--- src/rtl/ps2_scan_ctrl.sv ---
// ps2_scan_ctrl: sequences a PS/2 byte receiver, decodes E0/F0 prefixes into
// key events, buffers them in a small FIFO, throttles the keyboard through
// clock inhibit and aborts stalled frames with a watchdog.
module ps2_scan_ctrl #(
  parameter int FIFO_DEPTH     = 4,
  parameter int TIMEOUT_CYCLES = 50000
) (
  input  logic       clk,
  input  logic       rst_n,
  input  logic       ps2_clk_in,
  input  logic       rx_done,
  input  logic [7:0] rx_data,
  output logic       rx_rst,
  output logic       ps2_clk_inhibit,
  output logic       ev_valid,
  input  logic       ev_ready,
  output logic [7:0] ev_code,
  output logic       ev_break,
  output logic       ev_ext,
  output logic       err_proto,
  output logic       err_timeout,
  output logic       err_overflow
);

  localparam int PTR_W = $clog2(FIFO_DEPTH);
  localparam int CNT_W = PTR_W + 1;
  localparam int WD_W  = $clog2(TIMEOUT_CYCLES + 1);

  typedef enum logic [1:0] {
    ST_IDLE = 2'd0,
    ST_E0   = 2'd1,
    ST_F0   = 2'd2,
    ST_E0F0 = 2'd3
  } state_t;

  state_t state_q, state_d;

  // bit0: metastability stage, bit1: synchronised level, bit2: previous level
  logic [2:0] ps2_sync_q, ps2_sync_d;
  logic [2:0] rxd_sync_q, rxd_sync_d;

  logic             push_q, push_d;
  logic [9:0]       push_ev_q, push_ev_d;   // {brk, ext, code}
  logic             err_proto_q, err_proto_d;
  logic             in_frame_q, in_frame_d;
  logic [WD_W-1:0]  wd_q, wd_d;
  logic             rx_rst_q, rx_rst_d;
  logic             err_timeout_q, err_timeout_d;
  logic             err_overflow_q, err_overflow_d;
  logic             inhibit_q, inhibit_d;
  logic [9:0]       mem_q [FIFO_DEPTH];
  logic [9:0]       mem_d [FIFO_DEPTH];
  logic [PTR_W-1:0] wr_ptr_q, wr_ptr_d;
  logic [PTR_W-1:0] rd_ptr_q, rd_ptr_d;
  logic [CNT_W-1:0] count_q, count_d;

  logic ps2_fall, rx_rise, rx_done_s, timeout_hit;
  logic is_e0, is_f0, is_bad;
  logic full, do_pop, do_wr;
  logic [9:0] head;

  assign ps2_fall  = ~ps2_sync_q[1] & ps2_sync_q[2];
  assign rx_rise   = rxd_sync_q[1] & ~rxd_sync_q[2];
  assign rx_done_s = rxd_sync_q[1];

  assign is_e0  = (rx_data == 8'hE0);
  assign is_f0  = (rx_data == 8'hF0);
  assign is_bad = (rx_data == 8'h00) || (rx_data == 8'hFF);

  // A stalled frame only times out if nothing else touched it this cycle.
  assign timeout_hit = in_frame_q & ~inhibit_q & ~ps2_fall & ~rx_rise &
                       (wd_q == WD_W'(TIMEOUT_CYCLES - 1));

  assign full     = (count_q == CNT_W'(FIFO_DEPTH));
  assign ev_valid = (count_q != '0);
  assign do_pop   = ev_valid & ev_ready;
  assign do_wr    = push_q & (~full | do_pop);
  assign head     = mem_q[rd_ptr_q];

  assign ev_code         = ev_valid ? head[7:0] : 8'h00;
  assign ev_break        = ev_valid & head[9];
  assign ev_ext          = ev_valid & head[8];
  assign rx_rst          = rx_rst_q;
  assign err_timeout     = err_timeout_q;
  assign err_proto       = err_proto_q;
  assign err_overflow    = err_overflow_q;
  assign ps2_clk_inhibit = inhibit_q;

  // Synchroniser shift chains for the two asynchronous inputs.
  always_comb begin
    ps2_sync_d = {ps2_sync_q[1:0], ps2_clk_in};
    rxd_sync_d = {rxd_sync_q[1:0], rx_done};
  end

  // Prefix decoder: next state, event push and protocol error per accepted byte.
  always_comb begin
    state_d     = state_q;
    push_d      = 1'b0;
    push_ev_d   = push_ev_q;
    err_proto_d = 1'b0;
    if (timeout_hit) begin
      state_d = ST_IDLE;
    end else if (rx_rise) begin
      case (state_q)
        ST_IDLE: begin
          if (is_e0)       state_d = ST_E0;
          else if (is_f0)  state_d = ST_F0;
          else if (is_bad) err_proto_d = 1'b1;
          else begin
            push_d    = 1'b1;
            push_ev_d = {2'b00, rx_data};
          end
        end
        ST_E0: begin
          if (is_f0)       state_d = ST_E0F0;
          else if (is_e0)  err_proto_d = 1'b1;
          else if (is_bad) begin
            err_proto_d = 1'b1;
            state_d     = ST_IDLE;
          end else begin
            push_d    = 1'b1;
            push_ev_d = {2'b01, rx_data};
            state_d   = ST_IDLE;
          end
        end
        ST_F0, ST_E0F0: begin
          if (is_f0) err_proto_d = 1'b1;
          else if (is_e0) begin
            err_proto_d = 1'b1;
            state_d     = ST_E0;
          end else if (is_bad) begin
            err_proto_d = 1'b1;
            state_d     = ST_IDLE;
          end else begin
            push_d    = 1'b1;
            push_ev_d = {1'b1, (state_q == ST_E0F0), rx_data};
            state_d   = ST_IDLE;
          end
        end
        default: state_d = ST_IDLE;
      endcase
    end
  end

  // Frame tracking and watchdog; inhibit holds the watchdog at zero.
  always_comb begin
    in_frame_d    = in_frame_q;
    wd_d          = wd_q;
    rx_rst_d      = 1'b0;
    err_timeout_d = 1'b0;
    if (rx_rise)                     in_frame_d = 1'b0;
    else if (ps2_fall && !rx_done_s) in_frame_d = 1'b1;
    if (inhibit_q || ps2_fall) begin
      wd_d = '0;
    end else if (timeout_hit) begin
      wd_d          = '0;
      in_frame_d    = 1'b0;
      rx_rst_d      = 1'b1;
      err_timeout_d = 1'b1;
    end else if (in_frame_q) begin
      wd_d = wd_q + WD_W'(1);
    end else begin
      wd_d = '0;
    end
  end

  // Event FIFO bookkeeping, sticky overflow and registered clock inhibit.
  always_comb begin
    mem_d          = mem_q;
    wr_ptr_d       = wr_ptr_q;
    rd_ptr_d       = rd_ptr_q;
    count_d        = count_q;
    err_overflow_d = err_overflow_q | (push_q & full & ~do_pop);
    inhibit_d      = inhibit_q;
    if (do_wr) begin
      mem_d[wr_ptr_q] = push_ev_q;
      wr_ptr_d        = wr_ptr_q + PTR_W'(1);
    end
    if (do_pop) rd_ptr_d = rd_ptr_q + PTR_W'(1);
    if (do_wr && !do_pop)      count_d = count_q + CNT_W'(1);
    else if (!do_wr && do_pop) count_d = count_q - CNT_W'(1);
    // An open frame is never cut: assertion waits until in_frame drops.
    if ((count_q >= CNT_W'(FIFO_DEPTH - 1)) && !in_frame_q) inhibit_d = 1'b1;
    else if (count_q <= CNT_W'(FIFO_DEPTH - 2))             inhibit_d = 1'b0;
  end

  // Prefix FSM state register.
  always_ff @(posedge clk) begin
    if (!rst_n) state_q <= ST_IDLE;
    else        state_q <= state_d;
  end

  // All remaining registers, cleared by synchronous reset.
  always_ff @(posedge clk) begin
    if (!rst_n) begin
      ps2_sync_q     <= '0;
      rxd_sync_q     <= '0;
      push_q         <= 1'b0;
      push_ev_q      <= '0;
      err_proto_q    <= 1'b0;
      in_frame_q     <= 1'b0;
      wd_q           <= '0;
      rx_rst_q       <= 1'b0;
      err_timeout_q  <= 1'b0;
      err_overflow_q <= 1'b0;
      inhibit_q      <= 1'b0;
      mem_q          <= '{default: '0};
      wr_ptr_q       <= '0;
      rd_ptr_q       <= '0;
      count_q        <= '0;
    end else begin
      ps2_sync_q     <= ps2_sync_d;
      rxd_sync_q     <= rxd_sync_d;
      push_q         <= push_d;
      push_ev_q      <= push_ev_d;
      err_proto_q    <= err_proto_d;
      in_frame_q     <= in_frame_d;
      wd_q           <= wd_d;
      rx_rst_q       <= rx_rst_d;
      err_timeout_q  <= err_timeout_d;
      err_overflow_q <= err_overflow_d;
      inhibit_q      <= inhibit_d;
      mem_q          <= mem_d;
      wr_ptr_q       <= wr_ptr_d;
      rd_ptr_q       <= rd_ptr_d;
      count_q        <= count_d;
    end
  end

endmodule

--- config.mk ---
export PLATFORM = sky130hd
export DESIGN_NAME = ps2_scan_ctrl
export DESIGN_NICKNAME = d
export VERILOG_FILES = /design/src/rtl/ps2_scan_ctrl.sv
export SDC_FILE = /design/constraint.sdc
export NUM_CORES = 1
export LEC_CHECK = 0
export BUFFER_PORTS_ARGS = -buffer_cell sky130_fd_sc_hd__buf_4
export CAP_MARGIN = 20
export CORE_UTILIZATION = 55
export CTS_CLUSTER_SIZE = 10
export DETAILED_ROUTE_END_ITERATION = 10
export PLACE_DENSITY_LB_ADDON = 0.08
export SLEW_MARGIN = 20
export SYNTH_ARGS = -nofsm -noshare
export SYNTH_HDL_FRONTEND = slang
export SYNTH_SLANG_ARGS = --single-unit
--- constraint.sdc ---
create_clock -name clk -period 2.9 [get_ports clk]
set_input_delay 0.29 -clock clk [delete_from_list [all_inputs] [get_ports clk]]
set_output_delay 0.29 -clock clk [all_outputs]
set_load 0.1 [all_outputs]
== Word level (Yosys, flattened, before mapping) ==
Index checks and enable logic that the tools add are counted.

* Add/sub/neg operators: 5
* Multipliers: 0
* Div/mod/pow operators: 0
* Order comparisons: 5
* Equality and inequality tests: 19
* Shift-type cells: 0
* Muxes and demuxes: 46
* Bitwise operators: 26
* Reductions and logical operators: 24

{| class="wikitable"
|+ Operators by type and width
! operator !! count
|-
| $mux W10 || 12
|-
| $bwmux W40 || 1
|-
| $pmux W10 S3 || 1
|-
| $eq A8 B8 Y1 const B || 3
|-
| $bmux W10 S2 || 1
|-
| $demux W10 S2 || 1
|-
| $mux W1 || 19
|-
| $ne A2 B2 Y1 const B || 9
|-
| $add A16 B1 Y16 const B || 1
|-
| $eq A16 B16 Y1 const B || 1
|-
| $and A1 B1 Y1 || 12
|-
| $reduce_and A11 Y1 || 1
|-
| $mux W2 || 5
|-
| $not A1 Y1 || 10
|-
| $logic_not A8 Y1 || 1
|-
| $mux W8 || 1
|-
| $ge A3 B3 Y1 const B || 2
|-
| $mux W3 || 2
|-
| $ne A3 B3 Y1 const B || 2
|-
| $not A2 Y3 || 2
|-
| $pmux W2 S3 || 1
|-
| $reduce_or A2 Y1 || 3
|-
| $reduce_or A3 Y1 || 2
|-
| $logic_and A1 B1 Y1 || 5
|-
| other kinds (19) || 27
|}

* Flip-flop bits (word level): 87
* Bits in latches: 0
* Bits in writable memories: 0
* Memory bits (read-only): 0
* Bits of input ports: 13
* Output and inout bits: 16
* Logic and storage cells: 143
* Memories: 0

== Logic depth before layout (Yosys ltp) ==
Gate-level depths: netlist of run 1.

* Depth after elaboration: 8
* Depth in mapped cells: 10
* Mapped depth without buffers: 9

== Worst setup path before layout of run 1 ==
No wires, ideal clock.

* Path kind: register to output
* Start point: register count_q[0]
* End point: output port ev_break
* Arrival time: 2400 ps
* Required time: 2610 ps
* Slack: 210 ps
* Stages on the path, launching flop included: 4
* Buffers on the path: 1
* Cell sequence: dfxtp_1 or3_2 clkbuf_1 and2_1

* Longest elaborated chain between the ends: 2

{| class="wikitable"
|+ RTL lines
! element !! RTL line !! RTL
|-
| start, declared || 55 || <nowiki>logic [CNT_W-1:0] count_q, count_d;</nowiki>
|-
| start signal, assigned || 226 || <nowiki>count_q <= count_d;</nowiki>
|-
| $reduce_bool A3 Y1 || 75 || <nowiki>assign ev_valid = (count_q != '0);</nowiki>
|-
| named net ev_valid || 15 || <nowiki>output logic ev_valid,</nowiki>
|-
| $and A1 B1 Y1 || 81 || <nowiki>assign ev_break = ev_valid & head[9];</nowiki>
|-
| end, declared || 18 || <nowiki>output logic ev_break,</nowiki>
|}

The timed path passes the listed nets, and every way through them passes these cells.

== Worst setup path after layout of run 1 ==
* Start point: register count_q[0]
* End point: register count_q[2]

* Longest elaborated chain between the ends: 7
* Elaborated cells between the ends (all ways): 15
* Those cells by class: add/sub: 2; eq/ne: 1; mux: 2; bitwise: 4; reduce/logical: 6

{| class="wikitable"
|+ RTL lines
! element !! RTL line !! RTL
|-
| $reduce_bool A3 Y1 or $eq A3 B3 Y1 (tied branches) || 75, 74 ||
|-
| $and A1 B1 Y1 or $not A1 Y1 (tied branches) || 76, 77 ||
|-
| $or A1 B1 Y1 || 77 || <nowiki>assign do_wr = push_q & (~full | do_pop);</nowiki>
|-
| $and A1 B1 Y1 || 77 ||
|-
| $logic_not A1 Y1 || 181 || <nowiki>else if (!do_wr && do_pop) count_d = count_q - CNT_W'(1);</nowiki>
|-
| $logic_and A1 B1 Y1 || 181 ||
|-
| $reduce_bool A2 Y1 (no source line) || -- ||
|}

Several ways; a longest one is shown, not always the timed one. The select of a mux whose other input is x is not followed.
A chain may end at the register's enable or synchronous reset.

==> results of run 1 <==
metal layers:
| layer | global-route usage | part of all wire | up-vias |
|---|---|---|---|
| met3 | 0.0481 | 0.027 | 10 |
| li1 | - | - | 1314 |
| met4 | 0.0773 | 0.012 | 0 |
| met5 | 0 | 0 | - |
| met1 | 0.291 | 0.51 | 1233 |
| met2 | 0.329 | 0.45 | 40 |
power by group through the flow:
stage | registers (mW) | clock network, mW | logic, mW
2_1_floorplan | 1.33 | 0 | 0.401
3_3_place_gp | 1.31 | 0 | 0.534
3_5_place_dp | 1.32 | 0 | 0.540
4_1_cts | 1.29 | 0.940 | 0.541
5_1_grt | 1.30 | 0.997 | 0.580
6_report | 1.29 | 0.926 | 0.528
worst max-delay path by stage:
stage | from | to | slack [ns] | cells after the start
3_5_place_dp | count_q[0] | count_q[2] | 0.42 | 8
2_1_floorplan | count_q[0] | ev_break | 0.21 | 3
4_1_cts | count_q[0] | count_q[2] | 0.40 | 8
6_report | count_q[0] | count_q[2] | 0.43 | 8
3_3_place_gp | count_q[0] | count_q[2] | 0.49 | 8
5_1_grt | count_q[0] | count_q[2] | 0.26 | 8
cells in the final DEF (no fill, tap or decap), types with 2 or more instances in the layout:
cell type	instances
a21boi_0	2
a21oi_1	7
and2_1	20
and3_1	4
and4_1	4
buf_4	30
bufinv_16	2
clkbuf_8	10
clkinv_2	2
dfxtp_1	87
ha_1	6
inv_1	7
mux2i_1	51
mux4_2	10
nand2_1	31
nand2b_1	3
nand3_1	11
nand3_2	4
nand4_1	6
nor2_1	23
nor2b_1	43
nor3b_1	2
o21ai_0	2
or4_1	2
xnor2_1	6
xor2_1	13
critical path: stages (launching register included):
cell	delay, ns
dfxtp_1	0.37
or3_2	0.63
nand2_1	0.16
ha_1	0.19
inv_1	0.06
fa_1	0.37
xor2_1	0.16
or3_1	0.30
a21boi_0	0.16
area by class of cell:
cell class                      instances  area share
Timing Repair Buffer                   30      0.0524
Multi-Input combinational cell        261       0.459
Clock inverter                          4      0.0163
Tap cell                               96      0.0280
Inverter                                7     0.00612
Sequential cell                        87       0.405
Clock buffer                           11      0.0329
flip-flops by register name, summed over array words and instances (netlist names):
name / cells
mem_q: 40
wd_q: 16
push_ev_q: 10
count_q: 3
ps2_sync_q: 3
rxd_sync_q: 3
rd_ptr_q: 2
state_q: 2
wr_ptr_q: 2
err_overflow: 1
err_proto: 1
err_timeout: 1
in_frame_q: 1
ps2_clk_inhibit: 1
push_q: 1
cells by family (layout without fill, tap and decap cells):
group / Yosys count / count (layout) / synth area share
AO/OA/AOI/OAI: 15 / 15 / 0.0236
buffers and inverters: 28 / 52 / 0.0395
XOR/XNOR: 19 / 19 / 0.0430
flip-flops: 87 / 87 / 0.450
multiplexers: 61 / 61 / 0.190
AND/OR/NAND/NOR: 159 / 159 / 0.228
adder cells (fa/ha/maj): 7 / 7 / 0.0246
==> metrics.csv, run 1 <==
stage,metric,value,unit
pwr,Pwr per Cell Area,638,nW/µm²
timing,Tcrit/Tclk final,0.851,
setup_path,Critical Path RT,3.19,ns
timing,Worst Slack Setup Final,0.434,ns
synthesis,synth top area cells,"dfxtp_1 (45%), mux2i_1 (13%), nor2b_1 (7.0%)",
synthesis,register area share after synthesis,0.450,
pwr,combinational power share,0.193,
drt,routed len/inst,14.3,µm
floorplan,core area,6790,µm²
min_path,hold path cells,2,
setup_path,"Data arrival, critical path",2.75,ns
placed_design,DP Worst Slack,0.424,ns
synthesis,Main synth FF type,dfxtp_1,
drt,drt pass-1 iters,4,
synthesis,Ys Warns,0,
pwr,"Power, Total",2.74,mW
synthesis,Post-Syn Instances,376,
finish,final design utilization,0.632,
setup_path,Crit. End Element,flip-flop,
pwr,Seq pwr share,0.470,
grt,first-pass GRT wire length,11900,µm
setup_path,crit path launch type,flip-flop,
floorplan,row count,30,
synthesis,"count leader, synth",dfxtp_1,
pwr,Sw Pwr,0.816,mW
synthesis,Synth area leader,dfxtp_1,
timing,Fin Clk Skew,0.0105,ns
min_path,HP Start,ps2_clk_in,
timing,RSZ-0062 raised after global routing,no,
drt,"antenna viol nets, final",0,
drt,Starting DRT DRC Count,58,
min_path,sink of the worst hold path,ps2_sync_q[0],
setup_path,Reg2Reg Depth,8,
clock_network,H-tree levels,3,
clock_network,worst skew pair latency,0.36,ns
drt,Via-to-Cell Ratio,5.24,
timing,Max transition margin,0.568,
finish,fin area,4300,µm²
finish,Final Non-Filler Cells,496,
placed_design,Final Wtd Congestion,0.805,
floorplan,initial core utilization,0.569,
synthesis,Synth top area share,0.450,
clock_network,"Setup Fix Bufs, Post-CTS",0,
setup_path,worst reg2reg setup slack,0.43,ns
finish,diode count,0,
drt,Total Wirelength,7070,µm
pwr,Pint,1.93,mW
floorplan,I/O Pins,29,
finish,area growth from synthesis to layout,11.1,%
timing,Period minus WS final,2.47,ns
timing,count of pins over their slew limit,0,
setup_path,Reg2Reg Capture Point,count_q[2],
synthesis,"EDFF count, synth",0,
finish,share of layout cells above drive strength 1,0.150,
floorplan,chip width,85.8,µm
clock_network,clock-pin slew on the worst setup and hold paths,0.09,ns
clock_network,root buffer cell,clkbuf_8,
drt,DR vias,2597,
grt,"Remaining Overflow, GRT",0,
setup_path,CP Max Fanout,13,
min_path,worst min path class,input pin to flip-flop,
drt,drt drc,0,
grt,Overall Global Routing Usage,0.212,
timing,upper clock frequency limit,405,MHz
synthesis,#FFs+latches synth,87,
synthesis,Mapped Area,3870,µm²
grt,vias in the first global route,2467,
finish,Filler cells,576,
pwr,Switching Fraction,0.298,
clock_network,CTS tree,done,
synthesis,post-synthesis async set-or-reset flop share,0,
clock_network,post-cts sizing count,0,
grt,initial antenna violation count,0,
clock_network,hold buffer count at CTS,0,
clock_network,TritonCTS Buffers,9,
placed_design,cell count after placement,481,
placed_design,dpl cell area,4090,µm²
timing,Hold WS,0.145,ns
floorplan,die area,7370,µm²
synthesis,Synth Area per Inst,10.3,µm²
clock_network,clock sink count,87,
placed_design,Port Buffers,28,
clock_network,clock buffer depth,2,
pwr,Clock Power Share,0.338,
run_status,outcome,finished clean,
timing,"Hold Vio Cnt, Final",0,
finish,Nets,416,
timing,setup violators final,0,
synthesis,Mapped Nets,396,
synthesis,Yosys cell types,37,
timing,Least-Margin Pin Slew,0.649,ns
finish,Sequential cell area,1740,µm²
synthesis,top cells by instance count after synthesis,"dfxtp_1 (87), mux2i_1 (51), nor2b_1 (43)",
timing,setup TNS,0,ns
setup_path,worst r2r src,count_q[0],
finish,multi-input combinational cell area,1970,µm²
pwr,Pleak,1.85,nW
setup_path,kind of critical path,flip-flop to flip-flop,
placed_design,dpl hpwl,4770,µm
pwr,VDD IR max,0.000390,V
floorplan,Die Span Y,85.8,µm
job,Max-cap violations,0,
grt,largest net degree at the start of global routing,79,
(Power assumes the default switching activity.)
==> inputs of run 2 (changes only) <==
- ABC_CLOCK_PERIOD_IN_PS: not set -> 2900
- CTS_BUF_LIST: not set -> sky130_fd_sc_hd__clkbuf_4 sky130_fd_sc_hd__clkbuf_8
- PLACE_DENSITY: not set -> 0.74
- PLACE_DENSITY_LB_ADDON: 0.08 -> not set
==> metrics.csv, run 2 (synthesized netlist as in run 1, its figures left out) <==
stage,metric,value,unit
timing,count of pins over their slew limit,0,
floorplan,chip width,85.8,µm
grt,"Remaining Overflow, GRT",0,
setup_path,CP Max Fanout,13,
drt,Starting DRT DRC Count,91,
setup_path,kind of critical path,flip-flop to flip-flop,
timing,"Hold Vio Cnt, Final",0,
clock_network,root buffer cell,clkbuf_8,
drt,DR vias,2622,
clock_network,CTS tree,done,
grt,vias in the first global route,2489,
finish,fin area,4340,µm²
drt,"antenna viol nets, final",0,
setup_path,Crit. End Element,flip-flop,
finish,share of layout cells above drive strength 1,0.155,
min_path,worst min path class,input pin to flip-flop,
timing,RSZ-0062 raised after global routing,no,
clock_network,"Setup Fix Bufs, Post-CTS",0,
clock_network,clock-pin slew on the worst setup and hold paths,0.09,ns
setup_path,crit path launch type,flip-flop,
timing,Period minus WS final,2.50,ns
clock_network,hold buffer count at CTS,0,
floorplan,die area,7370,µm²
timing,setup violators final,0,
pwr,Pleak,1.86,nW
pwr,Sw Pwr,0.847,mW
finish,Filler cells,557,
grt,Overall Global Routing Usage,0.209,
finish,max FFs per register,40,
run_status,outcome,finished clean,
timing,upper clock frequency limit,400,MHz
placed_design,Final Wtd Congestion,0.767,
placed_design,dpl cell area,4090,µm²
setup_path,"Data arrival, critical path",2.78,ns
floorplan,row count,30,
drt,routed len/inst,14.0,µm
drt,drt pass-1 iters,4,
placed_design,dpl hpwl,4770,µm
floorplan,Die Span Y,85.8,µm
clock_network,post-cts sizing count,0,
pwr,VDD IR max,0.000506,V
clock_network,TritonCTS Buffers,9,
finish,Top Registers,"mem_q: 40 flops, wd_q: 16 flops, push_ev_q: 10 flops",
drt,drt drc,0,
timing,Least-Margin Pin Slew,0.665,ns
timing,setup TNS,0,ns
finish,"commonest non-fill, non-tap cell in the layout",dfxtp_1,
finish,multi-input combinational cell area,1970,µm²
clock_network,clock sink count,87,
grt,initial antenna violation count,0,
pwr,Seq pwr share,0.450,
clock_network,worst skew pair latency,0.36,ns
setup_path,Critical Path RT,3.18,ns
grt,first-pass GRT wire length,12000,µm
finish,area growth from synthesis to layout,12.2,%
clock_network,H-tree levels,3,
grt,largest net degree at the start of global routing,79,
pwr,Clock Power Share,0.362,
floorplan,core area,6790,µm²
floorplan,I/O Pins,29,
finish,largest reg by FF count,mem_q,
finish,diode count,0,
job,Max-cap violations,0,
finish,Nets,416,
drt,Via-to-Cell Ratio,5.28,
pwr,Pint,2.01,mW
timing,Max transition margin,0.556,
floorplan,initial core utilization,0.569,
clock_network,clock buffer depth,2,
placed_design,Port Buffers,28,
finish,Sequential cell area,1740,µm²
finish,"commonest cells after routing, fill and taps aside","dfxtp_1 (87), mux2i_1 (51), nor2b_1 (43), nand2_1 (31), buf_4 (30)",
pwr,Switching Fraction,0.297,
pwr,Pwr per Cell Area,659,nW/µm²
pwr,combinational power share,0.187,
timing,Fin Clk Skew,0.0110,ns
drt,Total Wirelength,6960,µm
timing,Tcrit/Tclk final,0.861,
run 2: cell count changes in the layout (fill, tap and decap cells not counted):
cell | previous run | this run
clkinv_2 | 2 | 0
inv_6 | 0 | 2
bufinv_16 | 2 | 3
clkbuf_1 | 1 | 0
clkbuf_8 | 10 | 9
clkinv_4 | 0 | 1
inv_8 | 0 | 1
run 2: metrics by stage:
step,setup slack (ns),instances,utilization,total power [mW],hold slack [ns]
floorplan,0.210,376,-,1.73,0.412
global placement,0.506,481,0.601,1.84,0.419
detailed placement,0.416,481,0.601,1.86,0.423
CTS,0.389,497,0.638,2.89,0.125
global route,0.205,497,0.638,3.00,0.114
finish,0.403,497,0.638,2.86,0.140
run 2: area by class of cell:
cell class | count | share of cell area
Multi-Input combinational cell | 261 | 0.455
Inverter | 7 | 0.00606
Sequential cell | 87 | 0.402
Tap cell | 96 | 0.0277
Clock inverter | 7 | 0.0294
Timing Repair Buffer | 30 | 0.0519
Clock buffer | 9 | 0.0286
run 2: critical path: stages (launching register included):
cell	delay, ns
dfxtp_1	0.37
or3_2	0.63
nand2_1	0.16
ha_1	0.19
inv_1	0.06
fa_1	0.38
xor2_1	0.16
or3_1	0.31
a21boi_0	0.16
run 2: routing by layer:
| layer | GRT usage | routed length, µm | vias to the layer above |
|---|---|---|---|
| li1 | - | - | 1320 |
| met1 | 0.288 | 3550 | 1247 |
| met2 | 0.333 | 3100 | 49 |
| met3 | 0.0549 | 258 | 6 |
| met4 | 0.0455 | 58 | 0 |
| met5 | 0 | 0 | - |
run 2: path summary, 6_finish.rpt:
| kind | startpoint | endpoint | slack (ns) | cells after the start |
|---|---|---|---|---|
| worst max-delay path | count_q[0] | count_q[2] | 0.40 | 8 |
| worst min-delay path | ps2_clk_in | ps2_sync_q[0] | 0.14 | 2 |
| worst max register to register | count_q[0] | count_q[2] | 0.40 | 8 |
| worst min register to register | rxd_sync_q[0] | rxd_sync_q[1] | 0.44 | 1 |
run 2: power by group through the flow:
stage	Sequential [mW]	Combinational (mW)	Clock [mW]
global route	1.30	0.583	1.12
floorplan	1.33	0.401	0
CTS	1.29	0.543	1.06
global placement	1.31	0.527	0
finish	1.29	0.534	1.04
detailed placement	1.31	0.542	0
==> inputs of run 3 (changes only) <==
- CELL_PAD_IN_SITES_DETAIL_PLACEMENT: not set -> 1
- CELL_PAD_IN_SITES_GLOBAL_PLACEMENT: not set -> 1
- CORE_UTILIZATION: 55 -> 47
- CTS_BUF_LIST: sky130_fd_sc_hd__clkbuf_4 sky130_fd_sc_hd__clkbuf_8 -> not set
- PLACE_DENSITY: 0.74 -> 0.79
==> metrics.csv, run 3 (synthesized netlist as in run 1, its figures left out) <==
stage,metric,value,unit
clock_network,clock sink count,87,
grt,initial antenna violation count,0,
timing,Tcrit/Tclk final,0.876,
grt,"Remaining Overflow, GRT",0,
grt,met3 GRT Util,0.0345,
clock_network,clock-pin slew on the worst setup and hold paths,0.09,ns
drt,drt pass-1 iters,4,
clock_network,clock buffer depth,2,
grt,largest net degree at the start of global routing,79,
grt,GRT Max-Usage Layer,met2,
setup_path,kind of critical path,flip-flop to flip-flop,
timing,Period minus WS final,2.54,ns
clock_network,worst skew pair latency,0.35,ns
grt,routing usage on met1,0.280,
timing,Worst Slack Setup Final,0.360,ns
setup_path,Critical Path RT,3.18,ns
finish,Sequential cell area,1740,µm²
finish,Filler cells,905,
timing,Hold WS,0.137,ns
timing,upper clock frequency limit,394,MHz
finish,final design utilization,0.549,
placed_design,Port Buffers,28,
finish,Top Registers,"mem_q: 40 flops, wd_q: 16 flops, push_ev_q: 10 flops",
floorplan,die area,8590,µm²
run_status,outcome,finished clean,
pwr,Pleak,1.84,nW
finish,area growth from synthesis to layout,11.5,%
min_path,worst min path class,input pin to flip-flop,
finish,largest reg by FF count,mem_q,
timing,Fin Clk Skew,0.0104,ns
placed_design,dpl hpwl,5540,µm
timing,"Hold Vio Cnt, Final",0,
clock_network,post-cts sizing count,0,
drt,"antenna viol nets, final",0,
floorplan,initial core utilization,0.493,
placed_design,DP Worst Slack,0.386,ns
timing,RSZ-0062 raised after global routing,no,
clock_network,TritonCTS Buffers,9,
clock_network,root buffer cell,clkbuf_8,
drt,routed len/inst,16.2,µm
drt,Total Wirelength,8160,µm
setup_path,crit path launch type,flip-flop,
timing,count of pins over their slew limit,0,
floorplan,chip width,92.7,µm
grt,vias in the first global route,2767,
timing,setup violators final,0,
placed_design,Final Wtd Congestion,0.846,
clock_network,CTS tree,done,
setup_path,Crit path largest cell delay,0.66,ns
floorplan,Die Span Y,92.7,µm
clock_network,hold buffer count at CTS,0,
drt,drt drc,0,
grt,Overall Global Routing Usage,0.206,
drt,Starting DRT DRC Count,113,
setup_path,"delay-heaviest family, CP",simple AND/OR/NAND/NOR gates,
setup_path,Critical-path top delay cell,or3_2,
timing,setup TNS,0,ns
grt,met2 Use GR,0.331,
finish,Nets,416,
finish,"commonest cells after routing, fill and taps aside","dfxtp_1 (87), mux2i_1 (51), nor2b_1 (43), nand2_1 (31), buf_4 (30)",
drt,Via-to-Cell Ratio,5.34,
pwr,VDD IR max,0.000298,V
job,Max-cap violations,0,
setup_path,Crit. End Element,flip-flop,
finish,multi-input combinational cell area,1970,µm²
setup_path,Worst Path Buf+Inv,1,
floorplan,row count,32,
grt,first-pass GRT wire length,13800,µm
setup_path,"Data arrival, critical path",2.82,ns
finish,diode count,0,
finish,share of layout cells above drive strength 1,0.155,
clock_network,"Setup Fix Bufs, Post-CTS",0,
setup_path,CP Max Fanout,13,
timing,Max transition margin,0.546,
floorplan,I/O Pins,29,
finish,max FFs per register,40,
drt,DR vias,2684,
setup_path,CP Cell Sequence,or3_2 > nand2_1 > ha_1 > inv_1 > fa_1 > xor2_1 > or3_1 > a21boi_0,
timing,Least-Margin Pin Slew,0.681,ns
finish,"commonest non-fill, non-tap cell in the layout",dfxtp_1,
clock_network,H-tree levels,3,
floorplan,core area,7850,µm²
pwr,Pwr per Cell Area,636,nW/µm²
==> run 3: worst reg2reg max path, stage by stage, from the launching register on <==
cell      delay, ns
dfxtp_1        0.39
or3_2          0.66
nand2_1        0.17
ha_1           0.21
inv_1          0.07
fa_1           0.37
xor2_1         0.15
or3_1          0.30
a21boi_0       0.16
==> run 3: area by class of cell <==
| cell class | count | share of cell area |
|---|---|---|
| Clock buffer | 12 | 0.0383 |
| Tap cell | 102 | 0.0296 |
| Clock inverter | 4 | 0.0119 |
| Multi-Input combinational cell | 261 | 0.458 |
| Sequential cell | 87 | 0.404 |
| Timing Repair Buffer | 30 | 0.0523 |
| Inverter | 7 | 0.00610 |
==> run 3: through the flow <==
step / cells / power [mW] / area [µm²]
after floorplan: 376 / 1.73 / 3870
after global placement: 487 / 1.85 / 4090
after detailed placement: 487 / 1.87 / 4090
after CTS: 503 / 2.77 / 4310
after global routing: 503 / 2.86 / 4310
final: 503 / 2.74 / 4310
==> run 3: worst paths after layout <==
kind	start	to	slack (ns)	cells after the start
hold reg to reg	rxd_sync_q[0]	rxd_sync_q[1]	0.46	1
setup / recovery	count_q[0]	count_q[2]	0.36	8
setup reg to reg	count_q[0]	count_q[2]	0.36	8
hold / removal	rx_done	rxd_sync_q[0]	0.14	2
==> run 3: per-layer routing <==
| layer | part of all wire | wire length, µm |
|---|---|---|
| met3 | 0.026 | 216 |
| met5 | 0 | 0 |
| met1 | 0.49 | 4020 |
| met4 | 0.014 | 111 |
| met2 | 0.47 | 3800 |
==> run 3: power breakdown <==
group / total, mW / switching (mW) / internal [mW]
logic: 0.543 / 0.356 / 0.187
clock network: 0.900 / 0.429 / 0.471
registers: 1.30 / 0.0590 / 1.24
total: 2.74 / 0.844 / 1.89
